### src/rtl/seq_detect_pkg.sv
// Shared definitions for the serial pattern detector controller:
// controller states, default sizing and the pattern length mask helper.
package seq_detect_pkg;

  localparam int DEF_MAX_LEN = 8;
  localparam int DEF_LEN_W   = 4;
  localparam int DEF_CNT_W   = 8;

  // Controller states. The state register is exported for observation.
  typedef enum logic [1:0] {
    S_IDLE  = 2'd0,
    S_ARMED = 2'd1,
    S_RUN   = 2'd2,
    S_DONE  = 2'd3
  } state_t;

  // One bit of the length mask: position idx takes part in the compare
  // when it lies inside the programmed pattern length.
  function automatic logic len_mask_bit(input int unsigned idx, input int unsigned len);
    return (idx < len);
  endfunction

endpackage

### src/rtl/seq_window_match.sv
// Sliding window over the serial input: a MAX_LEN-bit history with a
// saturating count of valid bits, and a masked compare against the pattern.
// The hit output is evaluated on the post-shift view of the window so the
// controller can react to a match on the same edge the bit is sampled.
module seq_window_match
  import seq_detect_pkg::*;
#(
  parameter int MAX_LEN = DEF_MAX_LEN,
  parameter int LEN_W   = DEF_LEN_W
) (
  input  logic               clk,
  input  logic               R,
  input  logic               shift_en,
  input  logic               clr,
  input  logic               clr_cnt,
  input  logic               in,
  input  logic [MAX_LEN-1:0] pattern,
  input  logic [LEN_W-1:0]   len,
  output logic               hit
);

  logic [MAX_LEN-1:0] r_hist;
  logic [LEN_W-1:0]   r_cnt;

  logic [MAX_LEN-1:0] w_hist_next;
  logic [LEN_W-1:0]   w_cnt_next;
  logic [MAX_LEN-1:0] w_mask;

  // Next history and saturating bit count, as they would be after this edge.
  always_comb begin
    w_hist_next = {r_hist[MAX_LEN-2:0], in};
    w_cnt_next  = (r_cnt >= LEN_W'(MAX_LEN)) ? r_cnt : (r_cnt + LEN_W'(1));
  end

  // Build the compare mask covering the low len bits.
  always_comb begin
    w_mask = '0;
    for (int i = 0; i < MAX_LEN; i++) begin
      w_mask[i] = len_mask_bit(unsigned'(i), 32'(len));
    end
  end

  // Match when enough bits have arrived and every masked bit agrees.
  always_comb begin
    hit = shift_en && (w_cnt_next >= len) &&
          (((w_hist_next ^ pattern) & w_mask) == '0);
  end

  // History and count update; clr wins over shifting, clr_cnt restarts
  // the count on a non-overlapping match while the history still shifts.
  always_ff @(posedge clk or negedge R) begin
    if (!R) begin
      r_hist <= '0;
      r_cnt  <= '0;
    end else if (clr) begin
      r_hist <= '0;
      r_cnt  <= '0;
    end else if (shift_en) begin
      r_hist <= w_hist_next;
      r_cnt  <= clr_cnt ? '0 : w_cnt_next;
    end
  end

endmodule

### src/rtl/seq_detect_ctrl.sv
// Programmable serial pattern detector controller.
// Handshake: a configuration transfers on a rising edge where cfg_valid and
// cfg_ready are both high; cfg_ready is high only in IDLE, and cfg_valid
// in any other state is simply ignored (nothing is queued).
// Flow: IDLE -> (legal config) ARMED -> (start) RUN -> (target reached) DONE -> IDLE.
// abort returns ARMED or RUN to IDLE and takes priority over start.
module seq_detect_ctrl
  import seq_detect_pkg::*;
#(
  parameter int MAX_LEN = DEF_MAX_LEN,
  parameter int LEN_W   = DEF_LEN_W,
  parameter int CNT_W   = DEF_CNT_W
) (
  input  logic               clk,
  input  logic               R,
  input  logic               cfg_valid,
  output logic               cfg_ready,
  input  logic [MAX_LEN-1:0] cfg_pattern,
  input  logic [LEN_W-1:0]   cfg_len,
  input  logic               cfg_overlap,
  input  logic [CNT_W-1:0]   cfg_target,
  input  logic               start,
  input  logic               abort,
  input  logic               in,
  output logic               out,
  output logic               busy,
  output logic               done,
  output logic               err,
  output logic [CNT_W-1:0]   match_cnt,
  output state_t             dbg_state
);

  state_t             r_state;
  logic [MAX_LEN-1:0] r_pattern;
  logic [LEN_W-1:0]   r_len;
  logic               r_overlap;
  logic [CNT_W-1:0]   r_target;
  logic [CNT_W-1:0]   r_match_cnt;
  logic               r_out;
  logic               r_done;
  logic               r_err;

  logic               w_cfg_legal;
  logic               w_shift_en;
  logic               w_clr;
  logic               w_clr_cnt;
  logic               w_hit;
  logic [CNT_W-1:0]   w_cnt_inc;

  // Window control derived from the current state and the command inputs.
  always_comb begin
    w_cfg_legal = (cfg_len != '0) && (cfg_len <= LEN_W'(MAX_LEN));
    w_shift_en  = (r_state == S_RUN) && !abort;
    w_clr       = (r_state == S_ARMED) && start && !abort;
    w_clr_cnt   = w_shift_en && w_hit && !r_overlap;
    w_cnt_inc   = r_match_cnt + CNT_W'(1);
  end

  seq_window_match #(
    .MAX_LEN (MAX_LEN),
    .LEN_W   (LEN_W)
  ) u_window (
    .clk      (clk),
    .R        (R),
    .shift_en (w_shift_en),
    .clr      (w_clr),
    .clr_cnt  (w_clr_cnt),
    .in       (in),
    .pattern  (r_pattern),
    .len      (r_len),
    .hit      (w_hit)
  );

  // Controller FSM with stored configuration, match counter and the
  // registered out/done/err pulses.
  always_ff @(posedge clk or negedge R) begin
    if (!R) begin
      r_state     <= S_IDLE;
      r_pattern   <= '0;
      r_len       <= '0;
      r_overlap   <= 1'b0;
      r_target    <= '0;
      r_match_cnt <= '0;
      r_out       <= 1'b0;
      r_done      <= 1'b0;
      r_err       <= 1'b0;
    end else begin
      r_out  <= 1'b0;
      r_done <= 1'b0;
      r_err  <= 1'b0;
      case (r_state)
        S_IDLE: begin
          if (cfg_valid) begin
            if (w_cfg_legal) begin
              r_pattern <= cfg_pattern;
              r_len     <= cfg_len;
              r_overlap <= cfg_overlap;
              r_target  <= cfg_target;
              r_state   <= S_ARMED;
            end else begin
              r_err <= 1'b1;
            end
          end
        end
        S_ARMED: begin
          if (abort) begin
            r_state <= S_IDLE;
          end else if (start) begin
            r_match_cnt <= '0;
            r_state     <= S_RUN;
          end
        end
        S_RUN: begin
          if (abort) begin
            r_state <= S_IDLE;
          end else if (w_hit) begin
            r_out       <= 1'b1;
            r_match_cnt <= w_cnt_inc;
            if ((r_target != '0) && (w_cnt_inc == r_target)) begin
              r_state <= S_DONE;
              r_done  <= 1'b1;
            end
          end
        end
        S_DONE: begin
          r_state <= S_IDLE;
        end
        default: begin
          r_state <= S_IDLE;
        end
      endcase
    end
  end

  assign cfg_ready = (r_state == S_IDLE);
  assign busy      = (r_state == S_ARMED) || (r_state == S_RUN);
  assign out       = r_out;
  assign done      = r_done;
  assign err       = r_err;
  assign match_cnt = r_match_cnt;
  assign dbg_state = r_state;

endmodule

### config.mk
export PLATFORM = sky130hd
export DESIGN_NAME = seq_detect_ctrl
export DESIGN_NICKNAME = d
export VERILOG_FILES = /design/src/rtl/seq_detect_pkg.sv /design/src/rtl/seq_window_match.sv /design/src/rtl/seq_detect_ctrl.sv
export SDC_FILE = /design/constraint.sdc
export NUM_CORES = 1
export LEC_CHECK = 0
export CAP_MARGIN = 25
export CORE_MARGIN = 1
export CORE_UTILIZATION = 54
export CTS_CLUSTER_DIAMETER = 120
export DETAILED_ROUTE_END_ITERATION = 8
export PLACE_DENSITY = 0.8
export SETUP_SLACK_MARGIN = 0.3
export SLEW_MARGIN = 25
export SYNTH_ARGS = -nofsm -noshare
export SYNTH_HDL_FRONTEND = slang
export SYNTH_SLANG_ARGS = --single-unit
### constraint.sdc
create_clock -name clk -period 3.02 [get_ports clk]
set_input_delay 0.755 -clock clk [delete_from_list [all_inputs] [get_ports clk]]
set_output_delay 0.755 -clock clk [all_outputs]
set_load 0.03 [all_outputs]
==> summary.md <==
| Metric | Value |
|---|---|
| CTS sink cnt | 45 |
| Mapped Area | 0.00261 sq mm |
| Via density | 6.04 |
| Largest net degree at the start of global routing | 46 |
| CTS root buf | clkbuf_8 |
| Yosys top cell area share | 0.431 |
| Ant. Diodes | 0 |
| Sequential area share after synthesis | 0.431 |
| Slowest-stage cell, CP | clkdlybuf4s50_1 |
| Post-synthesis mux area share | 0.0862 |
| Leakage | 0.00133 uW |
| Post-synth top area cell | dfrtp_1 |
| CTS tree | done |
| Setup violators final | 0 |
| DRT iter0 DRCs | 223 |
| Synth-to-layout area growth | 24.5% |
| Initial cell density of the core | 0.580 |
| Fin crit share | 0.837 |
| Crit-path max cell delay | 0.44 ns |
| Clock Skew | 0.00596 ns |
| Final #Nets | 339 |
| CP Cell Sequence | clkdlybuf4s50_1, xnor2_1, o221ai_1, nor4_2, nand2_2, clkinv_4, nand2_2, o311ai_2 |
| Setup_tns | 0 ns |
| Post-synthesis instance total | 254 |
| Status | finished clean |
| Dpl ws | 0.121 ns |
| Num rows | 24 |
| Clock insertion delay at the later pin of the skew report | 0.30 ns |
| Hold-fix buffers, CTS | 0 |
| I/O pins | 42 |
| Synth warn | 0 |
| DP Wirelength | 4.38 mm |
| Total vias in the final route | 2144 |
| H-tree levels | 2 |
| Initial antenna violation count | 0 |
| Drt wl/cell | 16.9 um |
| CP Capture Type | register |
| First-pass GRT wire length | 10.2 mm |
| Footprint of the multi-input gates | 0.00140 sq mm |
| CP bufs+invs | 2 |
| Flip-flop and latch area | 0.00113 sq mm |
| Number of remaining DRC errors | 0 |
| Count of flip-flops with a built-in enable after synthesis | 0 |
| Area contributors post-synth | dfrtp_1 43%, mux2_2 5.2%, ha_1 4.8% |
| Most frequent CP cell | nand2_2 |
| Power per cell area | 814 mW/mm^2 |
| Crit start category | primary input |
| Max frequency | 396 MHz |
| Die extent in x | 71.5 um |
| Net Sw Frac | 0.388 |
| FFs w/ async S/R, synth | 1.00 |
| Total wire length | 6.01 mm |
| CP delay by family, top | simple AND/OR/NAND/NOR gates |
| Final Critical Period | 2.53 ns |
| Post-synth cell types | 49 |
| Max Slew Vio Count | 0 |
| XOR/XNOR Fraction of Synth Area | 0.0570 |
| GPL Wtd Cong | 0.854 |
| Die area | 0.00512 sq mm |
| DRT Pass-1 Iters | 4 |
| RSZ-0062 raised after global routing | false |
| Switching pwr | 1030 uW |
| Worst setup margin | 0.493 ns |
| Sequential share of power | 0.387 |
| Hold Vio Cnt, Final | 0 |
| Ys flop type | dfrtp_1 |
| Clk network pwr share | 0.180 |
| CTS buffer count | 5 |
| Adder-cell share of the synthesized area | 0.0479 |
| PortBufs | 41 |
| Clock transition at the registers of the reported paths | 0.09 ns |
| Part of the power in combinational logic | 0.432 |
| Share of cells above drive strength 1 | 0.129 |
| CTS Buffer Depth | 2 |
| Largest family of logic cells by synthesized area | compound AO/OA/AOI/OAI gates |
| Overflow after GRT | 0 |
| Internal | 1620 uW |
| Maxcap violations | 0 |
| Antenna-violating nets left | 0 |
| Syn Area/Cell | 10.3 sq um |
| Synth Net Count | 291 |
| Worst Tran Pin Value | 0.611 ns |
| Worst EP arrival | 2.73 ns |
| Yosys reg bits | 45 |
| Compound-Gate Fraction of Synth Area | 0.176 |
| Peak fanout along the critical path | 10 |
| HP Class | primary input to asynchronous set/reset pin |
| Number of global-route vias before repair | 2173 |
| Fillers | 345 |
| Worst vdd ir | 0.428 mV |
| Relative slew margins | 0.589 |
| Synth Area in Simple Gates | 0.165 |
| CP required | 3.22 ns |
| Total track usage | 0.253 |
| Die height | 71.5 um |
| Critical path type | primary input to register |
| CORE AREA | 0.00450 sq mm |
[flip-flops by register name (all words and copies together), names as in the netlist]
| register | count |
|---|---|
| dbg_state | 2 |
| done | 1 |
| err | 1 |
| match_cnt | 8 |
| out | 1 |
| r_len | 4 |
| r_overlap | 1 |
| r_pattern | 8 |
| r_target | 8 |
| u_window.r_cnt | 4 |
| u_window.r_hist | 7 |
[per-stage QoR]
| stage | hold WS (ns) | total power (uW) | cells | utilization | cell area [sq um] |
|---|---|---|---|---|---|
| 2_1_floorplan | 0.459 | 1770 | 254 | - | 2610 |
| 3_3_place_gp | 0.502 | 2090 | 344 | 0.688 | 3100 |
| 3_5_place_dp | 0.516 | 2140 | 344 | 0.688 | 3100 |
| 4_1_cts | 0.536 | 2620 | 352 | 0.715 | 3220 |
| 5_1_grt | 0.487 | 2830 | 355 | 0.722 | 3250 |
| 6_report | 0.439 | 2650 | 355 | 0.722 | 3250 |
[area by class of cell]
class                      count  share of cell area
clock buffer                   6              0.0254
clock inverter                 2              0.0115
inverter                      13              0.0166
multi-input combinational    187               0.430
sequential                    45               0.346
tap                           52              0.0200
timing repair buffer          50               0.150
[path summary, 6_finish.rpt]
path                            slack (ns)                  endpoint                     startpoint  cells after the start
worst max-delay path                  0.49  match_cnt[6]$_DFFE_PN0P_                             in                      8
worst min-delay path                  0.44  match_cnt[3]$_DFFE_PN0P_                              R                      1
worst max register to register        0.50  match_cnt[6]$_DFFE_PN0P_  u_window.r_cnt[0]$_DFFE_PN0P_                     12
worst min register to register        0.53  r_pattern[3]$_DFFE_PN0P_       r_pattern[3]$_DFFE_PN0P_                      1
max in group asynchronous             2.19   r_target[0]$_DFFE_PN0P_                              R                      1
min in group clk                      0.53  r_pattern[3]$_DFFE_PN0P_       r_pattern[3]$_DFFE_PN0P_                      1
[synthesized netlist by cell type, types with 2 or more instances]
cell and n:
a211oi_1 2, a21o_1 3, a21oi_1 6, a22o_1 7, a31oi_1 8, a32o_1 3
and2_1 3, and3_1 2, buf_2 5, clkbuf_1 4, dfrtp_1 45, ha_1 10
inv_1 12, mux2_1 8, mux2_2 12, nand2_1 21, nand2_2 2, nand2b_1 10
nand3_1 7, nor2_1 9, nor2b_1 7, nor3_1 3, nor3b_1 2, nor4_1 4
nor4_2 2, o211ai_1 4, o21a_1 2, o21ai_0 7, o21ai_1 2, o221ai_1 3
o22ai_1 4, o311ai_1 2, o311ai_2 2, xnor2_1 11, xor2_1 6
[logic make-up after synthesis]
| group | after synthesis |
|---|---|
| xor gates and xnor gates | 17 |
| DFF | 45 |
| adders and majority gates | 10 |
| and+or+nand+nor | 78 |
| buffers and inverters | 22 |
| AOI/OAI and AO/OA | 62 |
| muxes | 20 |
[per-layer routing]
layer	GRT usage	wire [um]
met1	0.359	2810
met2	0.406	2830
met3	0.0408	305
met4	0.0741	68
met5	0	0
[worst register-to-register path: cells and delay by family (launching register included)]
family | cells | cell delay, ns
AOI/OAI and AO/OA | 3 | 0.52
DFF | 1 | 0.39
xor gates and xnor gates | 1 | 0.17
buffers and inverters | 2 | 0.30
and+or+nand+nor | 4 | 0.61
adders and majority gates | 2 | 0.44
[cells in the final DEF, fill, tap and decap left out, drive strengths merged, types with 8 or more instances in the layout]
cell           count
buf               10
mux2              20
inv               12
o21ai              9
nand2             23
nor2               9
clkdlybuf4s50     40
xnor2             11
a31oi              8
nand2b            10
ha                10
dfrtp             45
[power groups by stage]
stage | Sequential, uW | Combinational, uW | Clock, uW
after detailed placement | 1030 | 1110 | 0
after floorplan | 998 | 769 | 0
after global placement | 1020 | 1070 | 0
after global routing | 1050 | 1270 | 510
after CTS | 1020 | 1120 | 484
final | 1030 | 1140 | 477
[timing repair]
item,CTS,global route
endpoints found under the setup margin,0,13
buffers inserted,0,3
resized for setup,0,2
endpoints found under the hold margin,0,0
Note: power is estimated with default switching activity, not from simulation.
